$ cat config.mk
export PLATFORM = sky130hd
export DESIGN_NAME = keypad_scan4
export DESIGN_NICKNAME = d
export VERILOG_FILES = /design/src/rtl/keypad_scan4.sv
export SDC_FILE = /design/constraint.sdc
export NUM_CORES = 1
export LEC_CHECK = 0
export CAP_MARGIN = 10
export CORE_ASPECT_RATIO = 0.8
export CORE_UTILIZATION = 60
export CTS_BUF_LIST = sky130_fd_sc_hd__clkbuf_8 sky130_fd_sc_hd__clkbuf_16
export DETAILED_ROUTE_END_ITERATION = 7
export GPL_ROUTABILITY_DRIVEN = 1
export GPL_TIMING_DRIVEN = 1
export PLACE_DENSITY_LB_ADDON = 0.08
export SETUP_SLACK_MARGIN = 0.05
export SYNTH_ARGS = -nofsm -noshare
export SYNTH_HDL_FRONTEND = slang
export SYNTH_SLANG_ARGS = --single-unit
$ cat constraint.sdc
create_clock -name clk -period 6 [get_ports clk]
set_input_delay 0.9 -clock clk [delete_from_list [all_inputs] [get_ports clk]]
set_output_delay 0.9 -clock clk [all_outputs]
set_load 0.005 [all_outputs]
$ cat src/rtl/keypad_scan4.sv
// 4x4 matrix keypad scanner: row strobe, column sync, frame debounce, one-deep key event.
// Define KEYPAD_DIGITS_EN to add the oDIGITS history of the last four key codes.
module keypad_scan4 #(
    parameter int SCAN_DIV = 50000,
    parameter int DEBOUNCE = 4
) (
    input  logic        clk,
    input  logic        reset_n,
    output logic [3:0]  oROW,
    input  logic [3:0]  iCOL,
    output logic [15:0] oKEYS,
    output logic [3:0]  oKEY,
    output logic        oVALID,
    output logic        oOVR,
    input  logic        iACK
`ifdef KEYPAD_DIGITS_EN
    ,
    output logic [15:0] oDIGITS
`endif
);

    localparam int CW = $clog2(SCAN_DIV);
    localparam int SW = $clog2(DEBOUNCE + 1);
    localparam logic [CW-1:0] CNT_LAST = CW'(SCAN_DIV - 1);
    localparam logic [SW-1:0] STB_MAX  = SW'(DEBOUNCE);

    logic [3:0]    col_meta;
    logic [3:0]    col_sync;
    logic [CW-1:0] cnt;
    logic [1:0]    r;
    logic [15:0]   raw;
    logic [15:0]   prev;
    logic [15:0]   newp;
    logic [SW-1:0] stable;
    logic [SW-1:0] stable_next;
    logic          frame_end;
    logic          sample;
    logic [3:0]    code;
    logic          ev_load;

    // Columns idle high (pulled up), so the synchronizer resets to all-ones.
    always_ff @(posedge clk or negedge reset_n) begin
        if (!reset_n) begin
            col_meta <= 4'hF;
            col_sync <= 4'hF;
        end else begin
            // NOTE: non-blocking so col_sync takes the previous col_meta, giving two real flops.
            col_meta <= iCOL;
            col_sync <= col_meta;
        end
    end

    assign sample = (cnt == CNT_LAST);
    assign oROW   = ~(4'b0001 << r);

    always_ff @(posedge clk or negedge reset_n) begin
        if (!reset_n) begin
            cnt       <= '0;
            r         <= '0;
            raw       <= '0;
            frame_end <= 1'b0;
        end else begin
            frame_end <= sample && (r == 2'd3);
            if (sample) begin
                cnt                  <= '0;
                r                    <= r + 2'd1;
                raw[{r, 2'b00} +: 4] <= ~col_sync;
            end else begin
                cnt <= cnt + 1'b1;
            end
        end
    end

    always_comb begin
        // NOTE: default assignment first so no path leaves stable_next unassigned (no latch).
        stable_next = '0;
        if (raw == prev)
            stable_next = (stable == STB_MAX) ? stable : stable + 1'b1;
    end

    // newp is a one-cycle pulse: held keys never re-trigger the event stage.
    always_ff @(posedge clk or negedge reset_n) begin
        if (!reset_n) begin
            stable <= '0;
            prev   <= '0;
            oKEYS  <= '0;
            newp   <= '0;
        end else begin
            newp <= '0;
            if (frame_end) begin
                stable <= stable_next;
                prev   <= raw;
                if (stable_next == STB_MAX) begin
                    oKEYS <= raw;
                    newp  <= raw & ~oKEYS;
                end
            end
        end
    end

    // Lowest-numbered new key wins; other simultaneous presses are dropped.
    always_comb begin
        code = '0;
        for (int i = 15; i >= 0; i--)
            if (newp[i]) code = 4'(i);
    end

    assign ev_load = (newp != '0) && (!oVALID || iACK);

    always_ff @(posedge clk or negedge reset_n) begin
        if (!reset_n) begin
            oKEY   <= '0;
            oVALID <= 1'b0;
            oOVR   <= 1'b0;
        end else if (newp != '0) begin
            if (ev_load) begin
                oKEY   <= code;
                oVALID <= 1'b1;
                oOVR   <= 1'b0;
            end else begin
                oOVR <= 1'b1;
            end
        end else if (iACK && oVALID) begin
            oVALID <= 1'b0;
            oOVR   <= 1'b0;
        end
    end

`ifdef KEYPAD_DIGITS_EN
    always_ff @(posedge clk or negedge reset_n) begin
        if (!reset_n)
            oDIGITS <= '0;
        else if (ev_load)
            oDIGITS <= {oDIGITS[11:0], code};
    end
`endif

endmodule

==> flow_summary.ini <==
[outcome]
outcome = finished clean

[timing]
fin_tns_setup_ns = 0
tightest_slew_ns = 0.906
fmax_mhz = 377
period_minus_slack_ns = 2.66
setup_viol = 0
post-route-period-util_pct = 44.3
grt_setup_unrepaired = false
finalWorstSetupSlack_ns = 3.34
final.setup_skew_ns = 0.0145
drv_slew = 0
max_slew_margin_pct = 39.6
hold_viol = 0

[pwr]
irDropWorstVdd_mv = 0.164
power.density_nw_per_um2 = 238
finalPower_uw = 1160
p_leak_uw = 0.00236

[logic_synthesis]
synth_top_cell_by_area = dfrtp_1
synth_edf_count = 0
yosysUniqueCellTypes = 42
async_flop_share_pct = 100
synthFlopType = dfrtp_1
netlist_area_um2 = 4280
yosysTopAreaCellShare_pct = 53.8
syn_nets = 357
avgSynthCellArea_um2 = 12.5
syn_inst = 342
synth-seq-cells = 100
yosys_warnings = 0
ys_seq_area_share_pct = 58.7
synthTopCellsByArea = dfrtp_1 (54%), dfstp_2 (4.9%), mux2_4 (4.9%)

[floorplanning]
boundaryPins = 33
dieArea_um2 = 7480
dieHeight_um = 77.5
row_count = 27
die-width_um = 96.4
fp.coreArea_um2 = 6890
start_util_pct = 62.1

[grt]
grt_usage_pct = 23.6
grt_overflow = 0
grt_pass1_vias = 2678
grt_max_degree = 75
grt_pass1_wl_um = 13000
grt_antenna_before_repair = 0

[place]
pre_cts_ws_ns = 3.47
place.gp.congestion = 0.762
placed_cell_area_um2 = 4670
placement.io_buffers = 32
hpwl_um = 5530

[worst_setup_path]
critPathKind = reg2out
crit_buf_inv = 3
slowest_delay_ns = 0.51
path_cells = inv_1, ha_1, inv_1, clkdlybuf4s50_1
cp-startpoint = r[0]
r2r_start = raw[15]
critPathRequiredTime_ns = 5.10
cp_slowest_cell = clkdlybuf4s50_1
start_kind = flip-flop
rrSetupSlack_ns = 3.44
cpMostUsedCell = inv_1
cp_top_family = buffers and inverters
crit_arrival_ns = 1.76
crit_path_max_fanout = 6
worstSetupEndpointType = output port

[finish]
fin_area_um2 = 4890
diodes = 0
layout_commonest_cell = dfrtp_1
syn_to_final_growth_pct = 14.2
nets = 395
layout_common_cells = dfrtp_1 (92), nand2_1 (33), clkdlybuf4s50_1 (31)
drive_gt1_share_pct = 15.6

[run]
max-cap-violations = 0

[routing]
drc = 0
vias = 2692
routed_wl_um = 7910
dr.pass1.iters = 4
vias_per_cell = 5.70
wl_per_cell_um = 16.8
drt_iter0_drc = 130
drtAntennaViolNets = 0

[clocking]
clockRootBuffer = clkbuf_8
post_cts_buffers = 0
clk_pin_slew_ns = 0.09
clock-sinks = 100
htree_levels = 3
clk_latency_ns = 0.36
holdBufCountCts = 0
clk_path_buf_depth = 2
cts_tree = done
numCtsBuffers = 9
post_cts_resized = 0

[hold_path]
worstHoldStart = col_meta[2]
hold_path_class = reg2reg
[metrics by stage]
stage	std cells	util, %	hold slack, ns
after floorplan	342	-	0.345
after global placement	456	67.7	0.346
after detailed placement	456	67.7	0.347
after CTS	472	70.9	0.361
after global routing	472	70.9	0.364
final	472	70.9	0.360
[per-layer routing]
metal,vias to the layer above,track usage (%),wire [um]
met2,71,35.2,3560
li1,1290,-,-
met3,7,6.57,459
met5,-,0,0
met4,0,5.59,92
met1,1324,34.5,3800
[cells by family after synthesis]
kind of cell | synth area share [%]
and+or+nand+nor | 13.7
DFF | 58.7
AOI/OAI and AO/OA | 6.55
muxes | 9.88
xor gates and xnor gates | 6.14
buffers and inverters | 2.69
adders and majority gates | 2.34
[state kept, by name (all words and copies together) (netlist names)]
name,cells
cnt,16
newp,16
oKEYS,16
prev,16
raw,16
col_meta,4
col_sync,4
oKEY,4
stable,3
r,2
frame_end,1
oOVR,1
oVALID,1
[worst paths after layout]
path / cells past startpoint / end
max: 4 / oROW[0]
max reg2reg: 6 / oKEYS[13]
min in group asynchronous: 1 / oOVR
min: 0 / col_sync[2]
min reg2reg: 0 / col_sync[2]
max in group asynchronous: 2 / raw[1]
[where the power goes]
| part | switching [uW] | internal, uW | total, uW | leakage [uW] |
|---|---|---|---|---|
| logic | 12.8 | 3.74 | 16.5 | 0.000902 |
| clock network | 228 | 237 | 464 | 0.000106 |
| registers | 2.50 | 678 | 681 | 0.00135 |
[synthesized netlist by cell type, drive strengths merged, types with 2 or more instances]
master	instances
nand4	8
o31ai	18
nor4bb	2
xor2	23
and3	4
mux2	32
nand2b	4
nor2	12
nor4	8
o211ai	2
dfrtp	92
buf	6
o22ai	2
and4	3
nor2b	2
xnor2	7
nor3	2
ha	8
nor3b	16
nand3	6
nand2	33
o21ai	6
or3	3
inv	14
a21oi	8
dfstp	8
clkbuf	2
[layout make-up]
class | count | area [um2]
Clock buffer | 9 | 124
Clock inverter | 7 | 97.6
Fill cell | 494 | 2000
Inverter | 14 | 52.6
Multi-Input combinational cell | 220 | 1650
Sequential cell | 100 | 2510
Tap cell | 87 | 109
Timing Repair Buffer | 35 | 340
Power figures use the tool's default switching activity.
